**src/rtl/pipe_stage_buf.sv**
```systemverilog
// ---------------------------------------------------------------------------
// pipe_stage_buf
//
// Elastic pipeline register placed between the fetch/decode/execute/memory/
// writeback stages. A packed stage struct of WIDTH bits travels through a
// DEPTH-entry circular buffer using a valid/ready handshake. A synchronous
// flush squashes every held entry when a branch or jump redirects the front
// end. A saturating counter records how many cycles the producer was stalled.
//
// Optional feature (compile-time macro PIPE_STAGE_BYPASS_EN):
//   When defined, an empty buffer whose consumer is ready forwards in_data
//   straight to out_data in the same cycle without storing it. This restores
//   the zero-latency behaviour of the old fixed latch path when the pipe is
//   not stalled. When undefined, every entry spends at least one cycle in the
//   buffer and there is no combinational path from in_* to out_*.
//
// Parameters:
//   WIDTH  payload width; set to $bits of the stage struct carried
//   DEPTH  number of entries; a power of two, at least 2
//   CNT_W  width of the occupancy output (derived, do not override)
//
// Ports:
//   CLK           rising-edge clock
//   nRST          asynchronous active-low reset
//   flush         synchronous squash of all held entries
//   in_valid      producer presents in_data
//   in_ready      buffer can accept an entry this cycle
//   in_data       producer payload
//   out_valid     out_data holds a valid entry
//   out_ready     consumer accepts out_data this cycle
//   out_data      oldest held entry (zero when the buffer is empty)
//   count         current occupancy, 0..DEPTH
//   stall_cycles  saturating count of cycles with in_valid=1 and in_ready=0
// ---------------------------------------------------------------------------
module pipe_stage_buf #(
  parameter int WIDTH = 32,
  parameter int DEPTH = 2,
  parameter int CNT_W = $clog2(DEPTH + 1)
) (
  input  logic             CLK,
  input  logic             nRST,
  input  logic             flush,
  input  logic             in_valid,
  output logic             in_ready,
  input  logic [WIDTH-1:0] in_data,
  output logic             out_valid,
  input  logic             out_ready,
  output logic [WIDTH-1:0] out_data,
  output logic [CNT_W-1:0] count,
  output logic [31:0]      stall_cycles
);

  localparam int               PTR_W    = (DEPTH > 1) ? $clog2(DEPTH) : 1;
  localparam logic [CNT_W-1:0] FULL_CNT = CNT_W'(DEPTH);
  localparam logic [CNT_W-1:0] CNT_ONE  = CNT_W'(1);
  localparam logic [PTR_W-1:0] PTR_ONE  = PTR_W'(1);

  // Pointer wrap relies on natural binary overflow, so a non-power-of-two
  // depth would silently skip or reuse entries.
  if ((DEPTH < 2) || ((DEPTH & (DEPTH - 1)) != 0)) begin : g_bad_depth
    $error("pipe_stage_buf: DEPTH must be a power of two and at least 2");
  end

  // -------------------------------------------------------------------------
  // State
  // -------------------------------------------------------------------------
  logic [WIDTH-1:0] mem_q [DEPTH];
  logic [WIDTH-1:0] mem_d [DEPTH];
  logic [PTR_W-1:0] wr_ptr_q, wr_ptr_d;
  logic [PTR_W-1:0] rd_ptr_q, rd_ptr_d;
  logic [CNT_W-1:0] count_q, count_d;
  logic [31:0]      stall_cycles_q, stall_cycles_d;

  logic is_empty;
  logic is_full;
  logic bypass;
  logic push;
  logic pop;

  // -------------------------------------------------------------------------
  // Occupancy decode and handshake
  // -------------------------------------------------------------------------
  always_comb begin
    is_empty = (count_q == '0);
    is_full  = (count_q == FULL_CNT);
    // in_ready looks only at registered occupancy and flush, never at
    // out_ready, so a full buffer cannot accept even while it drains.
    in_ready = ~is_full & ~flush;
  end

  // Same-cycle forwarding is only possible when nothing older is queued,
  // the consumer takes the word right away and no squash is in progress.
  always_comb begin
`ifdef PIPE_STAGE_BYPASS_EN
    bypass = is_empty & in_valid & out_ready & ~flush;
`else
    bypass = 1'b0;
`endif
  end

  always_comb begin
    out_valid = (~is_empty & ~flush) | bypass;
    out_data  = is_empty ? '0 : mem_q[rd_ptr_q];
    if (bypass) begin
      out_data = in_data;
    end
    // A forwarded word is consumed on the spot, so it is never stored.
    push = in_valid & in_ready & ~bypass;
    pop  = ~is_empty & ~flush & out_ready;
  end

  // -------------------------------------------------------------------------
  // Next-state for storage, pointers and occupancy. Flush wins over any
  // push or pop and rewinds both pointers, but leaves the storage alone.
  // -------------------------------------------------------------------------
  always_comb begin
    mem_d    = mem_q;
    wr_ptr_d = wr_ptr_q;
    rd_ptr_d = rd_ptr_q;
    count_d  = count_q;

    if (flush) begin
      wr_ptr_d = '0;
      rd_ptr_d = '0;
      count_d  = '0;
    end else begin
      if (push) begin
        mem_d[wr_ptr_q] = in_data;
        wr_ptr_d        = wr_ptr_q + PTR_ONE;
      end
      if (pop) begin
        rd_ptr_d = rd_ptr_q + PTR_ONE;
      end
      case ({push, pop})
        2'b10:   count_d = count_q + CNT_ONE;
        2'b01:   count_d = count_q - CNT_ONE;
        default: count_d = count_q;
      endcase
    end
  end

  // -------------------------------------------------------------------------
  // Back-pressure counter. Flush cycles also count because the producer is
  // still being held off; the counter sticks at all-ones until reset.
  // -------------------------------------------------------------------------
  always_comb begin
    stall_cycles_d = stall_cycles_q;
    if (in_valid && !in_ready && (stall_cycles_q != 32'hFFFF_FFFF)) begin
      stall_cycles_d = stall_cycles_q + 32'd1;
    end
  end

  // -------------------------------------------------------------------------
  // Registers
  // -------------------------------------------------------------------------
  always_ff @(posedge CLK or negedge nRST) begin
    if (!nRST) begin
      mem_q          <= '{default: '0};
      wr_ptr_q       <= '0;
      rd_ptr_q       <= '0;
      count_q        <= '0;
      stall_cycles_q <= '0;
    end else begin
      mem_q          <= mem_d;
      wr_ptr_q       <= wr_ptr_d;
      rd_ptr_q       <= rd_ptr_d;
      count_q        <= count_d;
      stall_cycles_q <= stall_cycles_d;
    end
  end

  assign count        = count_q;
  assign stall_cycles = stall_cycles_q;

  // -------------------------------------------------------------------------
  // Structural invariants
  // -------------------------------------------------------------------------
  logic [PTR_W-1:0] ptr_diff;
  assign ptr_diff = wr_ptr_q - rd_ptr_q;

  a_count_bound : assert property (
    @(posedge CLK) disable iff (!nRST) count_q <= FULL_CNT
  );

  // When full the pointers coincide, exactly as they do when empty.
  a_ptr_consistent : assert property (
    @(posedge CLK) disable iff (!nRST)
    is_full ? (ptr_diff == '0) : (count_q == CNT_W'(ptr_diff))
  );

  a_no_push_when_full : assert property (
    @(posedge CLK) disable iff (!nRST) push |-> !is_full
  );

  a_no_pop_when_empty : assert property (
    @(posedge CLK) disable iff (!nRST) pop |-> !is_empty
  );

  a_flush_empties : assert property (
    @(posedge CLK) disable iff (!nRST) flush |=> (count_q == '0)
  );

endmodule
```
**config.mk**
```make
export PLATFORM = sky130hd
export DESIGN_NAME = pipe_stage_buf
export DESIGN_NICKNAME = d
export VERILOG_FILES = /design/src/rtl/pipe_stage_buf.sv
export SDC_FILE = /design/constraint.sdc
export NUM_CORES = 1
export LEC_CHECK = 0
export CAP_MARGIN = 20
export CORE_MARGIN = 1.5
export CORE_UTILIZATION = 54
export CTS_CLUSTER_DIAMETER = 200
export DETAILED_ROUTE_END_ITERATION = 8
export PLACE_DENSITY = 0.84
export REMOVE_ABC_BUFFERS = 1
export SYNTH_ARGS = -nofsm -noshare
export SYNTH_HDL_FRONTEND = slang
export SYNTH_SLANG_ARGS = --single-unit
```
**constraint.sdc**
```tcl
create_clock -name CLK -period 5 [get_ports CLK]
set_input_delay 1 -clock CLK [delete_from_list [all_inputs] [get_ports CLK]]
set_output_delay 1 -clock CLK [all_outputs]
set_load 0.03 [all_outputs]
```
Word-level counts from Yosys, hierarchy flattened --
Cells that the tools add are included.
Cells by class: add/sub/neg operators 5, $lt $le $gt $ge 3, equal/unequal tests 4, muxes and demuxes 13, bitwise logic cells 9, reduce and logical (&&, ||, !) cells 9
Operators with widths (count):
- 32-bit two-way mux | 5
- 64-bit bitwise mux | 1
- 32-bit by 1-bit adder with 32-bit output, second input constant | 1
- 32-bit demux with 1-bit select | 1
- 32-bit != test, second input constant | 1
- 1-bit bitwise AND | 4
- 2-bit == test, second input constant | 2
- 2-bit greater-or-equal comparator, second input constant | 2
- 1-bit two-way mux | 4
- 1-bit inverter with 2-bit output | 2
- 2-bit case mux with 2 select lines | 1
- 2-bit nonzero test | 2
- 1-bit logical AND | 3
- 1-bit inverter | 3
- 3-bit nonzero test | 1
- 1-bit adder, second input constant | 2
- 2-bit by 1-bit adder with 2-bit output, second input constant | 1
- 2-bit by 1-bit == test with 1-bit output, second input constant | 1
- 2-bit zero test | 1
- 2-bit by 1-bit < comparator with 1-bit output, second input constant | 1
- 2-bit two-way mux | 1
- 2-bit AND reduction | 1
- 2-bit by 1-bit subtractor with 2-bit output, second input constant | 1
- 1-bit zero test | 1
Storage, ports and cells: bits in registers 100

Depth between registers and ports, before layout --
Gate-level depths: netlist of run 1.
word-level depth 7, depth in mapped cells 7, depth with buffers taken out 5

Least setup slack after synthesis of run 1 --
No wires, ideal clock.
path type input to register, start point in flush, end point reg mem_q[33] in the netlist's numbering, arrival time 2.569 ns, data required time 4.875 ns, setup slack 2.306 ns, stages 6, buffers on the path 2, cells stage by stage clkbuf_1 -> nor2_1 -> nand2_1 -> nor2_1 -> buf_4 -> mux2_2
Between the ends: cells in the longest elaborated chain, start to end 4
Ends and longest elaborated chain:
- start, declared | line 42 | input logic flush,
- 1-bit inverter (no source line)
- 1-bit bitwise AND | line 88 | in_ready = ~is_full & ~flush;
- net in_ready | line 44 | output logic in_ready,
- 1-bit bitwise AND | line 108 | push = in_valid & in_ready & ~bypass;
- 2-bit AND reduction (no source line)
- end signal, assigned | line 164 | mem_q <= mem_d;
- end, declared | line 67 | logic [WIDTH-1:0] mem_q [DEPTH];
The timed path passes the listed nets, and every way through them passes these cells. A chain may end at the register's enable or synchronous reset.

Worst setup path in the final report of run 1 --
start point in flush, end point out in_ready
Between the ends: cells in the longest elaborated chain, start to end 2
Ends and longest elaborated chain (line):
- 1-bit inverter (no source line)
- 1-bit bitwise AND | 88
- end, declared | 44
Every way passes these cells.

==> results.sh, run 1 <==
export IMPL_status="completed"
export IMPL_grt_pass1_vias=3198
export IMPL_start_util_pct=56.0
export IMPL_skew_ns=0.0119
export IMPL_groute_usage_overall_pct=22.3
export IMPL_fill_cells=635
export IMPL_io_buffers=104
export IMPL_min_path_type="flop to flop"
export IMPL_synth_top_cell_area_share_pct=54.1
export IMPL_p_leak_nw=2.46
export IMPL_synth_cells=370
export IMPL_worstPathMaxFanout=10
export IMPL_core_area_um2=8260
export IMPL_grt_max_degree=75
export IMPL_post_cts_buffers=0
export IMPL_syn_avg_cell_area_um2=12.5
export IMPL_fmax_mhz=280
export IMPL_fin_tns_setup_ns=0
export IMPL_drt_wirelength_per_cell_um=16.5
export IMPL_cpMostUsedCell="clkdlybuf4s50_1"
export IMPL_multi_input_area_um2=2020
export IMPL_setup_viol_count_final=0
export IMPL_ys_top_cells_by_count="dfrtp_1 (100), mux2_2 (64), nor2_1 (44)"
export IMPL_pin_count=105
export IMPL_critPathTopFamily="buffers and inverters"
export IMPL_clk_insertion_delay_late_ns=0.36
export IMPL_clockRootBuffer="clkbuf_8"
export IMPL_dp_slack_ns=1.44
export IMPL_tightest_slew_ns=1.03
export IMPL_stdcell_count=579
export IMPL_antenna_found_initial=0
export IMPL_peakVddDrop_uv=256
export IMPL_ctsHoldBuffers=0
export IMPL_fin_crit_sh_pct=71.4
export IMPL_h_tree_depth=3
export IMPL_ys_warn_count=0
export IMPL_synth_top_cell_by_area="dfrtp_1"
export IMPL_fp_dieW_um=95.5
export IMPL_synth_most_common_cell="dfrtp_1"
export IMPL_grt_overflow=0
export IMPL_startpoint_type="input pin"
export IMPL_hpwl_mm=6.33
export IMPL_grt_busiest_layer="met2"
export IMPL_drt_vias_per_instance=5.55
export IMPL_ys_flop_type="dfrtp_1"
export IMPL_finalCriticalPeriod_ns=3.57
export IMPL_area_growth_pct=28.5
export IMPL_layout_area_seq_um2=2500
export IMPL_drive_gt1_share_pct=19.8
export IMPL_drv_cap=0
export IMPL_cts_buffers=9
export IMPL_ctsResizeCount=0
export IMPL_slowest_delay_ns=0.73
export IMPL_ys_top_cells_by_area="dfrtp_1 (54%), mux2_2 (16%), mux2i_1 (6.9%)"
export IMPL_cts_clk_slew_worst_paths_ns=0.09
export IMPL_ctsLongestPathBuffers=2
export IMPL_hold_violations=0
export IMPL_crit_type="input pin to primary output"
export IMPL_critPathBufInv=2
export IMPL_grtUsageMet2_pct=36.0
export IMPL_worstSetupEndpointType="primary output"
export IMPL_cp_slowest_cell="clkdlybuf4s50_1"
export IMPL_grtUsageMet1_pct=30.1
export IMPL_drt_wl_total_mm=9.56
export IMPL_cp_data_arrival_time_ns=2.57
export IMPL_setup_ws_ns=1.43
export IMPL_drc_errors=0
export IMPL_ys_ff_latch=100
export IMPL_nNetsFinal=507
export IMPL_first_pass_iters=4
export IMPL_die_h_um=95.5
export IMPL_drt_iter0_markers=111
export IMPL_drv_slew=0
export IMPL_rsz0062_at_grt="no"
export IMPL_grt_pass1_wl_mm=15.6
export IMPL_vias=3213
export IMPL_cts_tree="yes"
export IMPL_num_rows=33
export IMPL_worstPathCellList="clkdlybuf4s50_1 -> nor2_1 -> clkdlybuf4s50_1"
export IMPL_ant_nets=0
export IMPL_pwr_density_cell_nw_per_um2=378
export IMPL_synth_sequential_area_ratio_pct=54.1
export IMPL_die_area_um2=9130
export IMPL_timing_hold_ws_ns=0.499
export IMPL_synth_cell_types=33
export IMPL_synth_area_um2=4620
export IMPL_cts_sinks=100
export IMPL_relSlewSlack_pct=31.3
export IMPL_synth_enable_flop_cells=0
export IMPL_dp_cells=563
export IMPL_crit_required_ns=4.00
export IMPL_synthArstFlopShare_pct=100
export IMPL_grtUsageMet3_pct=5.10
export IMPL_n_antenna_cell=0
export IMPL_gp_congestion=0.799
[area by class of cell]
type	instances	area share, %
sequential	100	42.1
clock buffer	12	2.78
timing repair buffer	107	17.9
tap	105	2.21
multi-input combinational	250	34.0
inverter	1	0.0632
clock inverter	4	0.927
[layer usage]
metal | routed length, um | up-vias
met5 | 0 | -
met1 | 4350 | 1622
met3 | 628 | 9
met4 | 109 | 0
li1 | - | 1490
met2 | 4460 | 92
[logic make-up (layout without fill, tap and decap cells)]
family,count (synthesis),in the layout,share of synthesized area (%)
simple gates,107,107,12.0
xor+xnor,33,33,6.41
buf+inv,20,124,2.38
flops,100,100,54.1
fa+ha+maj,1,1,0.271
compound gates,12,12,2.06
mux,97,97,22.8
[cells in the final DEF (no fill, tap or decap), types with 2 or more instances in the layout]
cell,count
and2_1,4
nor2_1,42
mux2_2,64
dfrtp_1,99
xor2_1,4
nand4_1,11
nand2_1,12
nand3_1,13
o21ai_0,3
and4_1,5
buf_4,4
and3_1,10
a211oi_1,2
xnor2_1,28
clkdlybuf4s50_1,103
and4_4,4
a21oi_1,2
clkbuf_8,12
mux2i_1,32
[through the flow]
stage          power, mW  area, um2  util (%)
6_report            2.24       5940      71.9
5_1_grt             2.36       5940      71.9
4_1_cts             2.27       5940      71.9
3_5_place_dp        1.72       5720      69.3
3_3_place_gp        1.68       5720      69.3
2_1_floorplan       1.47       4520         -
[worst paths after layout]
| path | startpoint | to | slack, ns | cells past startpoint |
|---|---|---|---|---|
| setup / recovery | flush | in_ready | 1.43 | 3 |
| hold / removal | stall_cycles[30] | stall_cycles[30] | 0.50 | 1 |
| setup reg to reg | count[1] | mem_q[33] | 2.72 | 5 |
| hold reg to reg | stall_cycles[30] | stall_cycles[30] | 0.50 | 1 |
| max in group asynchronous | nRST | rd_ptr_q | 3.30 | 2 |
| min in group asynchronous | nRST | mem_q[51] | 0.77 | 1 |
[state kept, by name (all words and copies together), names as in the netlist]
| name | cells |
|---|---|
| count | 2 |
| stall_cycles | 32 |
| rd_ptr_q | 1 |
| mem_q | 64 |
| wr_ptr_q | 1 |
[worst register-to-register path, delay by kind of cell (launching register included)]
family           cells  cell delay [ns]
AND/OR/NAND/NOR      4             1.29
flip-flops           1             0.45
multiplexers         1             0.44
[where the power goes]
group,switching (mW),internal [mW]
sequential,0.116,0.979
clock,0.274,0.275
combinational,0.289,0.309
No activity file was read; power rests on OpenSTA's default activity.
==> run 2: changes to the inputs <==
--- a/config.mk
+++ b/config.mk
@@ -7,10 +7,10 @@
 export LEC_CHECK = 0
 export CAP_MARGIN = 20
 export CORE_MARGIN = 1.5
-export CORE_UTILIZATION = 54
+export CORE_UTILIZATION = 50
 export CTS_CLUSTER_DIAMETER = 200
 export DETAILED_ROUTE_END_ITERATION = 8
-export PLACE_DENSITY = 0.84
+export PLACE_DENSITY = 0.79
 export REMOVE_ABC_BUFFERS = 1
 export SYNTH_ARGS = -nofsm -noshare
 export SYNTH_HDL_FRONTEND = slang
==> constraint.sdc (replaced) <==
create_clock -name CLK -period 3.3 [get_ports CLK]
set_input_delay 0.66 -clock CLK [delete_from_list [all_inputs] [get_ports CLK]]
set_output_delay 0.66 -clock CLK [all_outputs]
set_load 0.03 [all_outputs]
==> run 2 against run 1 <==
Compared with the run above:
- sequential power rose by 50%
- wire length barely moved
- critical endpoint unchanged
- clock power rose by 53%
- critical path depth did not move
- non-clock buffer count rose by 2
- combinational power rose by 53%
- power rose by 52%
- clock skew fell by 0.0055 ns
==> results.sh, run 2 (synthesis results as in run 1) <==
export IMPL_finalCriticalPeriod_ns=2.93
export IMPL_n_antenna_cell=0
export IMPL_cts_tree="yes"
export IMPL_first_pass_iters=4
export IMPL_num_rows=34
export IMPL_grt_busiest_layer="met2"
export IMPL_setup_viol_count_final=0
export IMPL_drt_vias_per_instance=5.41
export IMPL_fin_util_pct=67.6
export IMPL_fp_dieW_um=99.2
export IMPL_io_buffers=104
export IMPL_fmax_mhz=341
export IMPL_min_path_type="input pin to asynchronous set/reset pin"
export IMPL_pin_count=105
export IMPL_status="completed"
export IMPL_die_area_um2=9830
export IMPL_multi_input_area_um2=2020
export IMPL_rsz0062_at_grt="no"
export IMPL_grt_pass1_vias=3330
export IMPL_drv_slew=0
export IMPL_r2r_start="count[1]"
export IMPL_cts_clk_slew_worst_paths_ns=0.08
export IMPL_mostFrequentLayoutCells="clkdlybuf4s50_1 (103), dfrtp_1 (99), mux2_2 (64)"
export IMPL_drc_errors=0
export IMPL_clk_insertion_delay_late_ns=0.35
export IMPL_die_h_um=99.2
export IMPL_grt_pass1_wl_mm=16.1
export IMPL_startpoint_type="input pin"
export IMPL_cpMostUsedCell="clkdlybuf4s50_1"
export IMPL_worstPathMaxFanout=10
export IMPL_cts_sinks=100
export IMPL_ctsLongestPathBuffers=2
export IMPL_drt_wl_total_mm=9.56
export IMPL_ctsResizeCount=0
export IMPL_core_area_um2=8850
export IMPL_fin_tns_setup_ns=0
export IMPL_cp_slowest_cell="clkdlybuf4s50_1"
export IMPL_layout_area_seq_um2=2500
export IMPL_tightest_slew_ns=0.659
export IMPL_vias=3162
export IMPL_startpoint="flush"
export IMPL_design_power_total_mw=3.41
export IMPL_top_register="mem_q"
export IMPL_clockRootBuffer="clkbuf_8"
export IMPL_ctsHoldBuffers=0
export IMPL_cp_data_arrival_time_ns=2.27
export IMPL_fin_crit_sh_pct=88.8
export IMPL_relSlewSlack_pct=56.0
export IMPL_peakVddDrop_uv=307
export IMPL_cts_buffers=9
export IMPL_drt_wirelength_per_cell_um=16.4
export IMPL_pwr_density_cell_nw_per_um2=570
export IMPL_groute_usage_overall_pct=20.6
export IMPL_drt_iter0_markers=91
export IMPL_crit_type="input pin to primary output"
export IMPL_grtUsageMet1_pct=28.1
export IMPL_hpwl_mm=6.49
export IMPL_worstPathCellList="clkdlybuf4s50_1 -> nor2_1 -> clkdlybuf4s50_1"
export IMPL_nNetsFinal=509
export IMPL_grt_overflow=0
export IMPL_fill_cells=692
export IMPL_grt_max_degree=52
export IMPL_largest_reg_flops=64
export IMPL_reg2regPathDepth=6
export IMPL_drive_gt1_share_pct=19.7
export IMPL_grtUsageMet2_pct=33.8
export IMPL_drv_cap=0
export IMPL_hold_violations=0
export IMPL_slowest_delay_ns=0.72
export IMPL_layout_commonest_cell="clkdlybuf4s50_1"
export IMPL_p_leak_nw=2.47
export IMPL_area_growth_pct=29.4
export IMPL_ant_nets=0
export IMPL_start_util_pct=52.2
export IMPL_antenna_found_initial=0
export IMPL_crit_required_ns=2.64
export IMPL_worstSetupEndpointType="primary output"
export IMPL_skew_ns=0.00641
export IMPL_gp_congestion=0.835
export IMPL_post_cts_buffers=0
export IMPL_h_tree_depth=3
export IMPL_grtUsageMet3_pct=4.08
[run 2: cell count changes in the layout (fill, tap and decap cells not counted)]
cell | previous run | this run
buf_12 | 0 | 2
bufinv_16 | 1 | 2
clkbuf_1 | 0 | 2
clkbuf_8 | 12 | 10
clkinv_2 | 0 | 1
clkinv_4 | 1 | 0
inv_6 | 1 | 0
[run 2: cell type report]
type | count | area share (%)
Sequential cell | 100 | 41.9
Multi-Input combinational cell | 250 | 33.8
Timing Repair Buffer | 109 | 18.4
Clock buffer | 12 | 2.43
Tap cell | 108 | 2.26
Clock inverter | 4 | 1.21
Inverter | 1 | 0.0627
[run 2: critical path: cells and delay by family]
kind,cells,cell delay (ns)
buffers and inverters,2,1.31
AND/OR/NAND/NOR,1,0.30
[run 2: power breakdown]
| part | total, mW | internal [mW] | switching [mW] |
|---|---|---|---|
| combinational | 0.916 | 0.473 | 0.443 |
| clock | 0.840 | 0.448 | 0.392 |
| sequential | 1.65 | 1.48 | 0.169 |
| total | 3.41 | 2.41 | 1.00 |
[run 2: metrics by stage]
step	area, um2	hold WS (ns)	setup slack [ns]	instances
floorplan	4520	0.364	0.0262	351
global placement	5760	0.467	0.475	568
detailed placement	5760	0.490	0.414	568
CTS	5980	0.347	0.387	584
global route	5980	0.371	0.294	584
finish	5980	0.339	0.370	584
[run 2: final timing paths]
| kind | end | slack [ns] |
|---|---|---|
| setup / recovery | in_ready | 0.37 |
| hold / removal | mem_q[54] | 0.34 |
| setup reg to reg | mem_q[58] | 1.24 |
| hold reg to reg | stall_cycles[11] | 0.50 |
| max in group asynchronous | rd_ptr_q | 2.27 |
| min in group CLK | stall_cycles[11] | 0.50 |
[run 2: routing by layer]
layer,share of wire (%),vias to the layer above,wire (um)
li1,-,1492,-
met1,46,1563,4400
met2,48,95,4550
met3,5.4,12,517
met4,1.0,0,97
met5,0,-,0
